File: config.mk
export PLATFORM = sky130hd
export DESIGN_NAME = sc_bit_pattern_matcher
export DESIGN_NICKNAME = d
export VERILOG_FILES = /design/src/rtl/sc_bit_pattern_matcher_pkg.sv /design/src/rtl/sc_bit_pattern_matcher_xnor.sv /design/src/rtl/sc_bit_pattern_matcher.sv
export SDC_FILE = /design/constraint.sdc
export NUM_CORES = 1
export LEC_CHECK = 0
export CAP_MARGIN = 20
export CORE_UTILIZATION = 35
export DETAILED_ROUTE_END_ITERATION = 10
export PLACE_DENSITY = 0.65
export RECOVER_POWER = 50
export REMOVE_ABC_BUFFERS = 1
export SLEW_MARGIN = 20
export SYNTH_ARGS = -nofsm -noshare
export SYNTH_HDL_FRONTEND = slang
export SYNTH_HIERARCHICAL = 1
export SYNTH_SLANG_ARGS = --single-unit
File: constraint.sdc
create_clock -name SC_BitPatternMatcher_CLOCK_50 -period 1.6 [get_ports SC_BitPatternMatcher_CLOCK_50]
set_clock_uncertainty 0.05 [all_clocks]
set_input_delay 0.24 -clock SC_BitPatternMatcher_CLOCK_50 [delete_from_list [all_inputs] [get_ports SC_BitPatternMatcher_CLOCK_50]]
set_output_delay 0.24 -clock SC_BitPatternMatcher_CLOCK_50 [all_outputs]
set_load 0.03 [all_outputs]
File: src/rtl/sc_bit_pattern_matcher_pkg.sv
// Shared types and defaults for the serial bit-pattern matcher.
// Holds the FSM state encoding and the default pattern and counter widths.
// Imported by the top level and by the bench.
package sc_bit_pattern_matcher_pkg;

  localparam int DEF_WIDTH = 8;
  localparam int DEF_CNT_W = 8;

  typedef enum logic [1:0] {
    ST_IDLE  = 2'd0,
    ST_FILL  = 2'd1,
    ST_ARMED = 2'd2
  } state_e;

endpackage : sc_bit_pattern_matcher_pkg

File: src/rtl/sc_bit_pattern_matcher_xnor.sv
// Two-input XNOR gate cell used for the per-bit pattern compare.
// Latency: purely combinational, zero cycles.
// Backpressure: none; no handshake of any kind.
module CC_GateXNOR (
  input  logic a_i,
  input  logic b_i,
  output logic y_o
);

  assign y_o = ~(a_i ^ b_i);

endmodule : CC_GateXNOR

File: src/rtl/sc_bit_pattern_matcher.sv
// Serial bit-pattern matcher with don't-care mask and saturating hit counter.
// Latency: match_Out pulses one cycle after the valid bit that completes a hit.
// Backpressure: none; a bit is taken on every valid cycle, load_In has priority.
module sc_bit_pattern_matcher
  import sc_bit_pattern_matcher_pkg::*;
#(
  parameter int WIDTH = DEF_WIDTH,
  parameter int CNT_W = DEF_CNT_W
) (
  input  logic             SC_BitPatternMatcher_CLOCK_50,
  input  logic             SC_BitPatternMatcher_RESET_InLow,
  input  logic             SC_BitPatternMatcher_bit_In,
  input  logic             SC_BitPatternMatcher_valid_In,
  input  logic [WIDTH-1:0] SC_BitPatternMatcher_pattern_In,
  input  logic [WIDTH-1:0] SC_BitPatternMatcher_mask_In,
  input  logic             SC_BitPatternMatcher_load_In,
  output logic             SC_BitPatternMatcher_match_Out,
  output logic [CNT_W-1:0] SC_BitPatternMatcher_count_Out,
  output logic             SC_BitPatternMatcher_armed_Out
);

  // Fill counter must be able to hold the value WIDTH itself.
  localparam int                FILL_W    = $clog2(WIDTH + 1);
  localparam logic [FILL_W-1:0] FILL_LAST = FILL_W'(WIDTH - 1);

  state_e             state_q, state_d;
  logic [WIDTH-1:0]   sr_q, sr_d;
  logic [WIDTH-1:0]   pat_q, pat_d;
  logic [WIDTH-1:0]   mask_q, mask_d;
  logic [FILL_W-1:0]  fill_q, fill_d;
  logic               match_q, match_d;
  logic [CNT_W-1:0]   count_q, count_d;
  logic               armed_q, armed_d;

  logic [WIDTH-1:0]   next_sr;
  logic [WIDTH-1:0]   eq;
  logic               hit;
  logic               shift;
  logic               cmp_en;

  // Compare is always done against the post-shift register contents.
  assign next_sr = {sr_q[WIDTH-2:0], SC_BitPatternMatcher_bit_In};

  for (genvar i = 0; i < WIDTH; i++) begin : g_cmp
    logic xnor_y;
    CC_GateXNOR u_xnor (
      .a_i (next_sr[i]),
      .b_i (pat_q[i]),
      .y_o (xnor_y)
    );
    assign eq[i] = xnor_y | mask_q[i];
  end

  assign hit = &eq;

  // Next-state logic: load has priority, then shift on valid; IDLE ignores valid.
  always_comb begin
    state_d = state_q;
    sr_d    = sr_q;
    pat_d   = pat_q;
    mask_d  = mask_q;
    fill_d  = fill_q;
    count_d = count_q;
    shift   = 1'b0;
    cmp_en  = 1'b0;

    case (state_q)
      ST_IDLE, ST_FILL, ST_ARMED: begin
        if (SC_BitPatternMatcher_load_In) begin
          pat_d   = SC_BitPatternMatcher_pattern_In;
          mask_d  = SC_BitPatternMatcher_mask_In;
          sr_d    = '0;
          fill_d  = '0;
          count_d = '0;
          state_d = ST_FILL;
        end else if (SC_BitPatternMatcher_valid_In && (state_q != ST_IDLE)) begin
          shift = 1'b1;
          sr_d  = next_sr;
          if (state_q == ST_FILL) begin
            fill_d = fill_q + 1'b1;
            // The shift that completes the fill is also the first compare.
            if (fill_q == FILL_LAST) begin
              state_d = ST_ARMED;
              cmp_en  = 1'b1;
            end
          end else begin
            cmp_en = 1'b1;
          end
        end
      end
      default: state_d = ST_IDLE;
    endcase

    match_d = shift & cmp_en & hit;
    // Count rises together with the match pulse and sticks at all-ones.
    if (match_d && (count_q != {CNT_W{1'b1}})) begin
      count_d = count_q + 1'b1;
    end
    armed_d = (state_d == ST_ARMED);
  end

  // State and output registers, cleared immediately by reset.
  always_ff @(posedge SC_BitPatternMatcher_CLOCK_50 or negedge SC_BitPatternMatcher_RESET_InLow) begin
    if (!SC_BitPatternMatcher_RESET_InLow) begin
      state_q <= ST_IDLE;
      sr_q    <= '0;
      pat_q   <= '0;
      mask_q  <= '0;
      fill_q  <= '0;
      match_q <= 1'b0;
      count_q <= '0;
      armed_q <= 1'b0;
    end else begin
      state_q <= state_d;
      sr_q    <= sr_d;
      pat_q   <= pat_d;
      mask_q  <= mask_d;
      fill_q  <= fill_d;
      match_q <= match_d;
      count_q <= count_d;
      armed_q <= armed_d;
    end
  end

  assign SC_BitPatternMatcher_match_Out = match_q;
  assign SC_BitPatternMatcher_count_Out = count_q;
  assign SC_BitPatternMatcher_armed_Out = armed_q;

endmodule : sc_bit_pattern_matcher
[Yosys cells after proc, flatten, opt, wreduce, memory -nomap -nowiden]
Cells that the tools add are included.
Word-level totals
  register bits after elaboration: 39
  input bits: 21
  output and inout port bits: 10
  word-level logic and storage cells: 76
Cells by class
  $add $sub $neg: 2
  equality and inequality tests: 5
  muxes and demuxes: 21
  bitwise gates (word level): 26
  reduce and logical (&&, ||, !) cells: 14
Operator list (number)
  8-bit two-way mux: 3
  7-bit two-way mux: 2
  4-bit two-way mux: 3
  2-bit two-way mux: 5
  2-bit nonzero test: 5
  8-bit by 1-bit adder with 8-bit output, second input constant: 1
  1-bit two-way mux: 8
  8-bit != test, second input constant: 1
  1-bit NOT: 8
  1-bit OR: 8
  8-bit AND reduction: 1
  1-bit XOR: 8
  2-bit AND reduction: 3
  4-bit by 1-bit adder with 4-bit output, second input constant: 1
  2-bit == test, second input constant: 2
  4-bit by 3-bit == test with 1-bit output, second input constant: 1
  3-bit AND reduction: 1
  3-bit OR reduction: 1
  1-bit AND: 2
  2-bit by 1-bit == test with 1-bit output, second input constant: 1
  1-bit logical AND: 2
  2-bit zero test: 1

[Depth between registers and ports, before layout]
  depth after elaboration: 11
  depth in mapped cells: 7
  depth with buffers taken out: 7

[By module]
The synthesis kept the hierarchy.
By module, submodules not included
  sc_bit_pattern_matcher: times used 1, cells each 200, area an instance 1851.8 µm², seq. area each 975.9 µm²
  CC_GateXNOR: times used 8, cells each 1, area an instance 8.8 µm², seq. area each 0.0 µm²

[Worst setup path before layout]
Ideal clock, no wire load.
  path type: register to register
  start point: register count_q[0], in the netlist SC_BitPatternMatcher_count_Out[0]
  end point: register count_q[5], in the netlist SC_BitPatternMatcher_count_Out[5]
  setup time: 0.121 ns
  arrival time: 1.569 ns
  required time: 1.429 ns
  path slack: -0.140 ns
  stages on the path, launching flop included: 7
  path buffers: 0
  period minus slack after synthesis: 1.740 ns
  path through: dfrtp_1 -> ha_1 -> and3_1 -> nand3_1 -> nand3_1 -> o21ai_0 -> a22o_1
On the way
  longest elaborated chain between the ends: 4
  elaborated cells between the ends (all ways): 7
  those cells by class: add/sub: 1; eq/ne: 1; mux: 1; reduce/logical: 4
RTL lines
  start, declared: RTL line sc_bit_pattern_matcher.sv:32  | logic [CNT_W-1:0] count_q, count_d;
  start signal, assigned: RTL line sc_bit_pattern_matcher.sv:120  | count_q <= count_d;
  branches (longest 4 deep; another with 8-bit by 1-bit adder with 8-bit output)
Several ways; the timed one is not identified.
A chain may end at the register's enable or synchronous reset.

[Worst setup path in the final report]
  start point: register pat_q[3]
  end point: register count_q[5], in the netlist SC_BitPatternMatcher_count_Out[5]
On the way
  longest elaborated chain between the ends: 8
  elaborated cells between the ends (all ways): 10
  those cells by class: mux: 1; bitwise: 4; reduce/logical: 5
RTL lines
  start, declared: RTL line sc_bit_pattern_matcher.sv:28  | logic [WIDTH-1:0] pat_q, pat_d;
  start signal, assigned: RTL line sc_bit_pattern_matcher.sv:116  | pat_q <= pat_d;
  1-bit XOR (*): RTL line sc_bit_pattern_matcher_xnor.sv:10  | assign y_o = ~(a_i ^ b_i);
  1-bit NOT (*): RTL line sc_bit_pattern_matcher_xnor.sv:10
  named net g_cmp[3].xnor_y: RTL line sc_bit_pattern_matcher.sv:45  | logic xnor_y;
  1-bit OR (*): RTL line sc_bit_pattern_matcher.sv:51  | assign eq[i] = xnor_y | mask_q[i];
  8-bit AND reduction (*): RTL line sc_bit_pattern_matcher.sv:54  | assign hit = &eq;
  1-bit AND (*): RTL line sc_bit_pattern_matcher.sv:94  | match_d = shift & cmp_en & hit;
  named net match_d: RTL line sc_bit_pattern_matcher.sv:31  | logic match_q, match_d;
  1-bit logical AND (*): RTL line sc_bit_pattern_matcher.sv:96  | if (match_d && (count_q != {CNT_W{1'b1}})) begin
  2-bit nonzero test (no line)
  2-bit AND reduction (no line)
The timed path passes the listed nets; every way through them passes the cells marked *.

==> tab_implementation.tex <==
\begin{tabular}{lr}
\hline
Metric & Value \\
\hline
\multicolumn{2}{l}{\textbf{Status}} \\
\quad Status & complete, but fails checks \\
\quad Violations in the final reports & setup timing \\
\multicolumn{2}{l}{\textbf{Power}} \\
\quad Cell area power density & 767 mW/mm\^{}2 \\
\quad Worst IR drop on VDD & 0.000389 V \\
\quad Cell leakage power & 1.23 nW \\
\multicolumn{2}{l}{\textbf{CTS}} \\
\quad Clock root buffer & sky130\_fd\_sc\_hd\_\_clkbuf\_8 \\
\quad Maximum clock path buffer count & 2 \\
\quad Worst-path clk slew & 80 ps \\
\quad Num CTS Buffers & 5 \\
\quad H-tree levels & 2 \\
\quad Sinks on the clock net & 39 \\
\quad Clock tree from TritonCTS & built \\
\quad Skew-Pair Late Insertion Delay & 290 ps \\
\multicolumn{2}{l}{\textbf{Floorplan}} \\
\quad Core region area & 0.00520 sq mm \\
\quad DIE HEIGHT & 76.1 microns \\
\quad Count of boundary I/O pins & 31 \\
\quad Site Rows & 26 \\
\quad Initial Utilization & 0.369 \\
\quad Die footprint & 0.00579 sq mm \\
\quad Horizontal die dimension & 76.1 microns \\
\multicolumn{2}{l}{\textbf{Cells and area}} \\
\quad Number of inserted diodes & 0 \\
\quad Multi-input gate area in the final layout & 928 sq um \\
\quad Commonest non-fill, non-tap cell in the layout & sky130\_fd\_sc\_hd\_\_nand2\_1 \\
\quad Layout Nets & 287 \\
\quad Storage element area & 976 sq um \\
\quad Filler cell count in the final layout & 514 \\
\quad Synthesis-to-finish area growth & 34.2\% \\
\quad Post-Layout Cell Count & 334 \\
\quad Commonest non-fill, non-tap cells in the layout & 61 x sky130\_fd\_sc\_hd\_\_nand2\_1, 39 x sky130\_fd\_sc\_hd\_\_dfrtp\_1, 24 x sky130\_fd\_sc\_hd\_\_buf\_4 \\
\quad Ratio of cells with drive above 1 in the final layout & 0.182 \\
\multicolumn{2}{l}{\textbf{Setup path}} \\
\quad Endpoint required time on the critical path & 1740 ps \\
\quad Critical path capture point type & flop \\
\quad Origin of the worst setup path & pat\_q[3] \\
\quad CP max-delay cell & sky130\_fd\_sc\_hd\_\_dfrtp\_1 \\
\quad Critical Path, Cell by Cell & xnor2\_2 > o22ai\_2 > nor3\_4 > nand4\_4 > clkinv\_4 > a21oi\_4 > a22o\_1 \\
\quad Cell family with most CP delay & flip-flops \\
\quad Arrival @ worst endpoint & 1750 ps \\
\quad Kind of start point of the critical path & flop \\
\quad Max incr delay on CP & 410 ps \\
\quad Crit Path Max Fanout & 6 \\
\quad Start of the worst register-to-register path & pat\_q[3] \\
\quad Critical path class & flop to flop \\
\quad Buffers plus inverters on the worst setup path & 1 \\
\multicolumn{2}{l}{\textbf{Place}} \\
\quad Total instance count after detailed placement & 324 \\
\quad Port Buffers & 30 \\
\quad GPL Wtd Cong & 0.785 \\
\quad Half-perimeter wire length of the detailed placement result & 3160 microns \\
\multicolumn{2}{l}{\textbf{Global routing}} \\
\quad Largest net degree at the start of global routing & 22 \\
\quad Global Route Usage Sum & 0.175 \\
\quad Number of antenna violations at the first check in global routing & 0 \\
\quad Global-route wire length before repair & 7900 microns \\
\quad Number of global-route vias before repair & 1678 \\
\quad Final global-route overflow total & 0 \\
\multicolumn{2}{l}{\textbf{Synthesis}} \\
\quad Post-synth design cell area & 0.00192 sq mm \\
\quad Synth unique cells & 33 \\
\quad Synth area leader & sky130\_fd\_sc\_hd\_\_dfrtp\_1 \\
\quad Share of Yosys cell area claimed by the top area cell type & 0.508 \\
\quad Total of warnings raised by yosys & 6 \\
\quad Sequential cell area fraction in the yosys report & 0.508 \\
\quad Mean instance size in the synthesized netlist & 9.24 sq um \\
\quad Register bit total from synthesis & 39 \\
\quad Gate count of the mapped netlist & 208 \\
\quad Dominant cells by area after synthesis & sky130\_fd\_sc\_hd\_\_dfrtp\_1 51\%, sky130\_fd\_sc\_hd\_\_nand2\_1 12\%, sky130\_fd\_sc\_hd\_\_xnor2\_1 4.6\%, sky130\_fd\_sc\_hd\_\_a22o\_1 4.1\%, sky130\_fd\_sc\_hd\_\_o21ai\_0 2.9\% \\
\multicolumn{2}{l}{\textbf{STA}} \\
\quad Fin. Hold Viols & 0 \\
\quad Max Clk Rate & 618 MHz \\
\quad Setup repair after global routing missed its margin & yes \\
\quad Total setup violations reported at the end of the flow & 4 \\
\quad Relative slew slack & 0.657 \\
\quad Final-layout worst hold slack & 380 ps \\
\quad Final critical-path share of the clock period & 1.01 \\
\quad Slew Limit Fails & 0 \\
\quad Worst Slack Setup Final & -17.8 ps \\
\quad Pin slew with the least headroom to its limit & 514 ps \\
\quad Final Critical Period & 1620 ps \\
\multicolumn{2}{l}{\textbf{Detailed routing}} \\
\quad Count of unresolved DRC violations after routing & 0 \\
\quad Highest metal used & met4 \\
\quad Total Wirelength & 4320 microns \\
\quad Per-cell via count in the routed design & 4.74 \\
\quad Overall via count from detail\_route & 1584 \\
\quad Avg WL per Cell & 12.9 microns \\
\quad DRT iter0 DRCs & 74 \\
\quad Met2 wire length & 2180 microns \\
\quad Met1 wire length & 1940 microns \\
\quad Antenna Violating Nets Remaining & 0 \\
\quad Drt pass-1 iters & 4 \\
\quad Routed met3 length & 169 microns \\
\multicolumn{2}{l}{\textbf{Worst hold path}} \\
\quad Tightest Hold Check Type & primary input to async pin \\
\multicolumn{2}{l}{\textbf{Run}} \\
\quad Maxcap violations & 0 \\
\hline
\end{tabular}
[synth_stat cells (all sizes together)]
| library cell | instances |
|---|---|
| nand2 | 61 |
| dfrtp | 39 |
| nor2 | 14 |
| o21ai | 12 |
| xnor2 | 10 |
| a22o | 9 |
| nand3 | 8 |
| a21oi | 7 |
| a22oi | 6 |
| buf | 4 |
| xor2 | 4 |
| and2 | 3 |
| and3 | 3 |
| clkbuf | 3 |
| inv | 3 |
| nand4 | 3 |
| nor3 | 3 |
| o22ai | 3 |
| ha | 2 |
| nand2b | 2 |
| nor2b | 2 |
| o211ai | 2 |
| a21o | 1 |
| clkinv | 1 |
| mux2 | 1 |
| o2bb2ai | 1 |
| or2 | 1 |
[area by class of cell]
type / instances / area share
clock buffer: 6 / 0.0320
clock inverter: 1 / 0.00194
inverter: 4 / 0.00776
multi-input combinational: 158 / 0.360
sequential: 39 / 0.378
tap: 70 / 0.0339
timing repair buffer: 56 / 0.186
[worst reg2reg max path: cells and delay by family (launching register included)]
family / cells / cell delay [ps]
AO/OA/AOI/OAI: 3 / 400
buffers and inverters: 1 / 80
flip-flops: 1 / 410
XOR/XNOR: 1 / 200
AND/OR/NAND/NOR: 2 / 380
[repair_timing]
action | 4_1_cts | 5_1_grt
endpoints found under the setup margin | 16 | 13
endpoints found under the hold margin | 18 | 0
gates resized for setup | 11 | 5
setup buffers | 1 | 1
hold buffers | 1 | 0
pin swaps | 8 | 5
[where the power goes]
group	leakage [nW]	switching [mW]	total, mW	internal, mW
registers	0.509	0.0323	1.06	1.03
clock network	0.0470	0.331	0.670	0.338
logic	0.673	0.120	0.247	0.127
[worst paths after layout]
path	cells after the start	slack (ps)	to
setup / recovery	7	-20	SC_BitPatternMatcher_count_Out[5]
hold / removal	2	380	SC_BitPatternMatcher_count_Out[4]
setup reg to reg	7	-20	SC_BitPatternMatcher_count_Out[5]
hold reg to reg	2	430	mask_q[1]
max in group asynchronous	3	240	fill_q[0]
min in group SC_BitPatternMatcher_CLOCK_50	3	420	pat_q[5]
[kinds of logic after synthesis]
kind of cell	after synthesis	share of synthesized area
and+or+nand+nor	100	0.237
AOI/OAI and AO/OA	41	0.146
DFF	39	0.508
xor gates and xnor gates	14	0.0638
buffers and inverters	11	0.0267
adders and majority gates	2	0.0130
muxes	1	0.00586
[flip-flops by register name, summed over array words and instances, names as in the netlist]
| signal | flops |
|---|---|
| SC_BitPatternMatcher_count_Out | 8 |
| mask_q | 8 |
| pat_q | 8 |
| sr_q | 7 |
| fill_q | 4 |
| state_q | 2 |
| SC_BitPatternMatcher_armed_Out | 1 |
| SC_BitPatternMatcher_match_Out | 1 |
[through the flow]
stage / total power, mW / TNS [ps] / utilization / cell area, sq um / setup WS, ps
floorplan: 1.18 / -615 / - / 1890 / -140
global placement: 1.32 / -2390 / 0.472 / 2460 / -283
detailed placement: 1.32 / -2500 / 0.472 / 2460 / -288
CTS: 2.00 / -77.0 / 0.494 / 2570 / -22.2
global route: 2.09 / -685 / 0.496 / 2580 / -115
finish: 1.98 / -61.4 / 0.496 / 2580 / -17.8
[metal layers]
layer / track usage / up-vias
met5: 0 / -
met4: 0.0596 / 0
met3: 0.0443 / 4
met2: 0.290 / 29
met1: 0.222 / 736
li1: - / 815
No activity file was read; power rests on OpenSTA's default activity.
